File: config.mk
export PLATFORM = sky130hd
export DESIGN_NAME = uart_byte_fifo
export DESIGN_NICKNAME = d
export VERILOG_FILES = /design/src/rtl/uart_byte_fifo_pkg.sv /design/src/rtl/uart_byte_fifo_mem.sv /design/src/rtl/uart_byte_fifo.sv
export SDC_FILE = /design/constraint.sdc
export NUM_CORES = 1
export LEC_CHECK = 0
export BUFFER_PORTS_ARGS = -buffer_cell sky130_fd_sc_hd__buf_4
export CAP_MARGIN = 20
export CORE_MARGIN = 1
export CORE_UTILIZATION = 56
export DETAILED_ROUTE_END_ITERATION = 8
export PLACE_DENSITY_LB_ADDON = 0.15
export REMOVE_ABC_BUFFERS = 1
export SYNTH_ARGS = -nofsm -noshare
export SYNTH_HDL_FRONTEND = slang
export SYNTH_HIERARCHICAL = 1
export SYNTH_SLANG_ARGS = --single-unit
File: constraint.sdc
create_clock -name clk -period 3.2 [get_ports clk]
set_clock_uncertainty 0.05 [all_clocks]
set_input_delay 0.8 -clock clk [delete_from_list [all_inputs] [get_ports clk]]
set_output_delay 0.8 -clock clk [all_outputs]
set_load 0.02 [all_outputs]
File: src/rtl/uart_byte_fifo_pkg.sv
// uart_byte_fifo_pkg: shared defaults for UART byte buffering (word width, FIFO depth, almost-full threshold)
package uart_byte_fifo_pkg;
  localparam int unsigned DEF_WIDTH = 8;
  localparam int unsigned DEF_DEPTH = 16;
  localparam int unsigned DEF_AFULL = 12;
  function automatic int unsigned cnt_w(input int unsigned depth);
    return $clog2(depth) + 1;
  endfunction
endpackage

File: src/rtl/uart_byte_fifo_mem.sv
// uart_byte_fifo_mem: DEPTH x WIDTH register array, one write port (clk, we, waddr, wdata) and one combinational read port (raddr -> rdata)
module uart_byte_fifo_mem #(
  parameter int unsigned WIDTH = 8,
  parameter int unsigned DEPTH = 16
) (
  input  logic                     clk,
  input  logic                     we,
  input  logic [$clog2(DEPTH)-1:0] waddr,
  input  logic [WIDTH-1:0]         wdata,
  input  logic [$clog2(DEPTH)-1:0] raddr,
  output logic [WIDTH-1:0]         rdata
);
  logic [WIDTH-1:0] mem [DEPTH];
  always_ff @(posedge clk)
    if (we) mem[waddr] <= wdata;
  assign rdata = mem[raddr];
endmodule

File: src/rtl/uart_byte_fifo.sv
// uart_byte_fifo: first-word-fall-through byte FIFO with fill level, almost_full and sticky overrun; ports: clk, rst, in_data/in_valid/in_ready, out_data/out_valid/out_ready, count, almost_full, overrun, clr_overrun
module uart_byte_fifo
  import uart_byte_fifo_pkg::*;
#(
  parameter int unsigned WIDTH = DEF_WIDTH,
  parameter int unsigned DEPTH = DEF_DEPTH,
  parameter int unsigned AFULL = DEF_AFULL
) (
  input  logic                   clk,
  input  logic                   rst,
  input  logic [WIDTH-1:0]       in_data,
  input  logic                   in_valid,
  output logic                   in_ready,
  output logic [WIDTH-1:0]       out_data,
  output logic                   out_valid,
  input  logic                   out_ready,
  output logic [$clog2(DEPTH):0] count,
  output logic                   almost_full,
  output logic                   overrun,
  input  logic                   clr_overrun
);
  localparam int unsigned AW = $clog2(DEPTH);
  localparam int unsigned CW = AW + 1;
  logic [AW-1:0] wr_ptr, rd_ptr;
  logic [CW-1:0] count_nx;
  logic          push, pop;
  assign in_ready  = count != CW'(DEPTH);
  assign out_valid = count != '0;
  assign push      = in_valid & in_ready;
  assign pop       = out_valid & out_ready;
  always_comb
    count_nx = push & ~pop ? count + CW'(1) : pop & ~push ? count - CW'(1) : count;
  // almost_full is registered from next-count so it tracks count cycle for cycle
  always_ff @(posedge clk or posedge rst)
    if (rst) begin
      wr_ptr      <= '0;
      rd_ptr      <= '0;
      count       <= '0;
      almost_full <= 1'b0;
      overrun     <= 1'b0;
    end else begin
      if (push) wr_ptr <= wr_ptr + AW'(1);
      if (pop) rd_ptr <= rd_ptr + AW'(1);
      count       <= count_nx;
      almost_full <= count_nx >= CW'(AFULL);
      overrun     <= (in_valid & ~in_ready) | (overrun & ~clr_overrun);
    end
  uart_byte_fifo_mem #(.WIDTH(WIDTH), .DEPTH(DEPTH)) u_mem (
    .clk   (clk),
    .we    (push),
    .waddr (wr_ptr),
    .wdata (in_data),
    .raddr (rd_ptr),
    .rdata (out_data)
  );
endmodule

Word level (Yosys, flattened, before mapping)
Memory sizes are Yosys's and may differ from the RTL's.
Cells that the tools add are included.
W data, S select, Z words.
Cells by class
  magnitude comparators: 1
  bitwise operators: 11
  reductions and logical operators: 1
  add/subtract/negate cells: 4
  eq/ne operators: 1
  muxes and demuxes: 4
Operator list (number)
  $mux W5: 2
  $add A4 B1 Y4 const B: 2
  $and A1 B1 Y1: 6
  $add A5 B1 Y5 const B: 1
  $ge A5 B4 Y1 const B: 1
  $ne A5 B5 Y1 const B: 1
  $reduce_bool A5 Y1: 1
  $sub A5 B1 Y5 const B: 1
  $not A1 Y1: 4
  $mux W1: 2
  $or A1 B1 Y1: 1
Word-level totals
  input bits: 13
  output and inout port bits: 17
  register bits: 15
  logic and storage cells: 28
  memories kept: 1
  memory bits (writable): 128
Memory list
  u_mem.mem: words 16, bits a word 8, read ports 1, clocked after memory_dff 0, write ports 1, RTL line uart_byte_fifo_mem.sv:13  | logic [WIDTH-1:0] mem [DEPTH];

Depth between registers and ports, before layout
  depth in word-level cells: 7
  depth in mapped cells: 7
  mapped depth without buffers: 7

Hierarchy
Netlist, hierarchy kept.
Modules (own cells, without submodules)
  uart_byte_fifo_mem: area an instance 4987.3 µm², times used 1, sequential area each 3843.7 µm², cells each 221
  uart_byte_fifo: area an instance 828.3 µm², times used 1, sequential area each 375.4 µm², cells each 74

Worst setup path before layout
No wires, ideal clock.
  kind: flip-flop to flip-flop
  start point: register count[0]
  end point: memory u_mem.mem[0][0], enable pin
  library setup time: 0.383 ns
  cell stages (with the launch flop): 7
  clock period less this slack: 2.903 ns
  required time: 2.767 ns
  slack: 0.297 ns
  path buffers: 0
  data arrival time: 2.470 ns
  cells stage by stage: dfrtp_1 -> inv_1 -> ha_1 -> and4bb_4 -> nor2_1 -> or3b_2 -> nor3_1
Between the ends
  cells in the longest elaborated chain, start to end: 4
RTL lines
  from (decl): RTL line uart_byte_fifo.sv:17  | output logic [$clog2(DEPTH):0] count,
  from (signal assigned): RTL line uart_byte_fifo.sv:44  | count <= count_nx;
  $ne A5 B5 Y1: RTL line uart_byte_fifo.sv:27  | assign in_ready = count != CW'(DEPTH);
  $and A1 B1 Y1: RTL line uart_byte_fifo.sv:29  | assign push = in_valid & in_ready;
  named net push: RTL line uart_byte_fifo.sv:26  | logic push, pop;
  $mux W1: RTL line uart_byte_fifo_mem.sv:15  | if (we) mem[waddr] <= wdata;
  $mux W1 (not written as such): RTL line uart_byte_fifo_mem.sv:15
  to (decl): RTL line uart_byte_fifo_mem.sv:13
The timed path passes the listed nets, and every way through them passes these cells.

Worst setup path in the final report
  start point: register rd_ptr[0]
  end point: output port out_data[0]
Between the ends
  cells in the longest elaborated chain, start to end: 1
RTL lines
  from (decl): RTL line uart_byte_fifo.sv:24  | logic [AW-1:0] wr_ptr, rd_ptr;
  from (signal assigned): RTL line uart_byte_fifo.sv:43  | if (pop) rd_ptr <= rd_ptr + AW'(1);
  $mem_v2 Z16 W8
  to (decl): RTL line uart_byte_fifo.sv:14  | output logic [WIDTH-1:0] out_data,
Every way passes these cells.

==> impl_metrics.csv <==
group,metric,value,unit
synth,ys_seq_area_share,72.5,%
sta,fin_crit_sh,97.1,%
clock_network,htreeDepth,4,
layout,fill_cells,636,
layout,area_delta_synth_final,20.2,%
die,io_pins,30,
layout,insertedDiodeCount,0,
clock_network,cts_tree,"done",
setup_path,worstPathRequired,2.35,ns
setup_path,cp.arrival,2.26,ns
placed_design,dpl_cell_area,0.00633,sq mm
global_routing,first_global_vias,3038,
placed_design,place_congestion,0.770,
route,drt_iter0_markers,220,
setup_path,reg2regPathDepth,8,
setup_path,reg2reg_slack,0.65,ns
global_routing,grt_max_degree,36,
synth,syn_area_per_cell,19.7,sq um
sta,finalCriticalPeriod,3.11,ns
route,routed_wirelength,12.2,mm
synth,synth.cell_area,0.00582,sq mm
route,drcViolationCount,0,
layout,post-route-cell-area,0.00699,sq mm
layout,layout.cells.non_filler,508,
setup_path,critPathKind,"register to primary output",
die,row_count,36,
setup_path,crit_buf_inv,2,
die,coreArea,0.00991,sq mm
synth,ys_seq_elements,143,
clock_network,clk_latency,0.52,ns
placed_design,dp_slack,0.564,ns
setup_path,worst_path_dominant_cell_family,"multiplexers",
route,ant_nets,0,
die,die_x,104,um
global_routing,grt_pass1_wl,18.0,mm
sta,finalHoldViolCount,0,
sta,drv_slew,0,
die,die_h,104,um
clock_network,cts.sinks,143,
sta,tightestPinTransition,0.627,ns
synth,synth_cells,295,
sta,fmax,322,MHz
setup_path,r2r-start,"count[0]",
route,via_per_inst,6.11,
clock_network,root_buffer,"clkbuf_8",
die,design.die.area,0.0108,sq mm
setup_path,r2r-end,"u_mem/mem[6][6]",
pwr,ir_worst_vdd,483,uV
sta,setup_viol_count_final,0,
sta,fin_ws,0.0939,ns
flow_run,max_cap_viol_count,0,
global_routing,overflow,0,
route,drt-pass1-iter-count,4,
route,detail_route.wl_per_cell,24.0,um
placed_design,hpwl,7.24,mm
global_routing,antenna_found_initial,0,
pwr,p_leak,2.46,nW
clock_network,clockBufferDepth,2,
worst_hold_path,hold_path.class,"input pin to asynchronous set/reset pin",
setup_path,critPathMaxFanout,16,
layout,final_util,70.5,%
setup_path,setup.worst_path.end_class,"primary output",
placed_design,io_buffer_count,29,
setup_path,critPathMaxStageDelay,0.57,ns
synth,ys_types,42,
pwr,power.density,938,mW/mm^2
clock_network,cts_buffers,17,
route,vias,3102,
layout,fin_nets,379,
placed_design,dp_cells,473,
setup_path,startpoint_type,"register",
die,start_util,58.7,%
global_routing,grtUsageTotal,23.8,%
setup_path,crit_chain,"buf_12 > mux4_1 > a22oi_1 > nand2_1 > buf_4",
sta,max_slew_margin,58.0,%
pwr,p_total,6.56,mW
synth,yosysWarnings,6,
run_status,outcome,"finished, final reports clean",
setup_path,slowest_stage,"mux4_1",
clock_network,cts.clk_slew.worst_paths,0.06,ns
layout,drive_gt1_share,32.0,%
-- how the worst max path moves through the flow --
stage,from,to,cells after the start
floorplan,rd_ptr[0],out_data[0],3
global placement,rd_ptr[0],out_data[0],5
detailed placement,rd_ptr[0],out_data[0],5
CTS,rd_ptr[0],out_data[3],5
global route,rd_ptr[0],out_data[1],5
finish,rd_ptr[0],out_data[0],5
-- Yosys cell counts, drive strengths merged --
cell type,n,area [sq um]
edfxtp,128,3840
mux4,32,773
a22oi,16,120
nand2,16,60.1
nor2,16,60.1
dfrtp,15,375
inv,10,37.5
buf,7,56.3
xnor2,6,52.6
nor3,5,25.0
ha,4,50.1
nand4,4,25.0
a211oi,3,32.5
and2,3,18.8
clkdlybuf4s25,3,30.0
or3,3,18.8
a2111oi,2,42.5
nand2b,2,12.5
nand3b,2,15.0
o21ai,2,10.0
o21bai,2,15.0
a21oi,1,5.00
a221oi,1,15.0
a41o,1,10.0
and2b,1,7.51
and4bb,1,16.3
mux2,1,11.3
mux2i,1,10.0
nand3,1,5.00
nor2b,1,6.26
nor4b,1,23.8
o22ai,1,6.26
o31ai,1,7.51
or3b,1,8.76
xor2,1,8.76
-- kinds of logic after synthesis --
family | Yosys count | synth area share, %
XOR/XNOR | 7 | 1.05
AND/OR/NAND/NOR | 57 | 5.21
adder cells (fa/ha/maj) | 4 | 0.861
flip-flops | 143 | 72.5
AO/OA/AOI/OAI | 30 | 4.54
buffers and inverters | 20 | 2.13
multiplexers | 34 | 13.7
-- layout by cell type (no fill, tap or decap), types with 2 or more instances in the layout --
master	instances
inv_1	8
clkbuf_16	17
nand2_1	16
buf_4	55
inv_6	6
nor3_1	5
or3_1	3
edfxtp_1	128
bufinv_16	4
o21bai_1	2
mux4_1	12
nor2_1	16
a22oi_1	16
ha_1	4
clkinvlp_4	2
buf_12	2
xnor2_1	6
a211oi_2	2
nand3b_1	2
inv_2	2
clkinv_1	2
dfrtp_1	14
nand4_1	4
mux4_2	20
nand2b_1	2
and2_1	3
-- per-layer routing --
metal | GRT usage (%) | up-vias | routed length [um]
met5 | 0 | - | 0
met1 | 32.3 | 1619 | 4910
li1 | - | 1349 | -
met3 | 6.39 | 19 | 793
met4 | 9.80 | 0 | 218
met2 | 37.1 | 115 | 6280
-- where the power goes --
group / total [mW] / switching (mW) / internal (mW)
Combinational: 2.00 / 1.04 / 0.961
Clock: 2.05 / 0.772 / 1.28
Sequential: 2.50 / 0.199 / 2.30
Total: 6.56 / 2.01 / 4.54
-- repair_timing --
action,in CTS,in global routing
pin swaps,0,0
setup endpoints to repair,2,7
hold buffers,0,0
buffers inserted,0,2
gates cloned,0,1
endpoints found under the hold margin,0,0
resized for setup,2,0
-- sequential cells by signal, summed over array words and instances, names as in the netlist --
| name | cells |
|---|---|
| count | 5 |
| wr_ptr | 4 |
| rd_ptr | 4 |
| u_mem/mem | 128 |
| overrun | 1 |
| almost_full | 1 |
-- area by class of cell --
cell class	instances	area [sq um]	share of cell area (%)
clock buffer	17	414	5.93
clock inverter	15	206	2.95
inverter	10	37.5	0.537
multi-input combinational	132	1470	21.0
sequential	143	4220	60.4
tap	133	166	2.38
timing repair buffer	58	478	6.84
-- metrics by stage --
step | TNS (ns) | hold slack [ns]
floorplan | 0 | 0.437
global placement | 0 | 0.459
detailed placement | 0 | 0.477
CTS | 0 | 0.300
global route | -0.00204 | 0.336
finish | 0 | 0.284
Power figures use the tool's default switching activity.
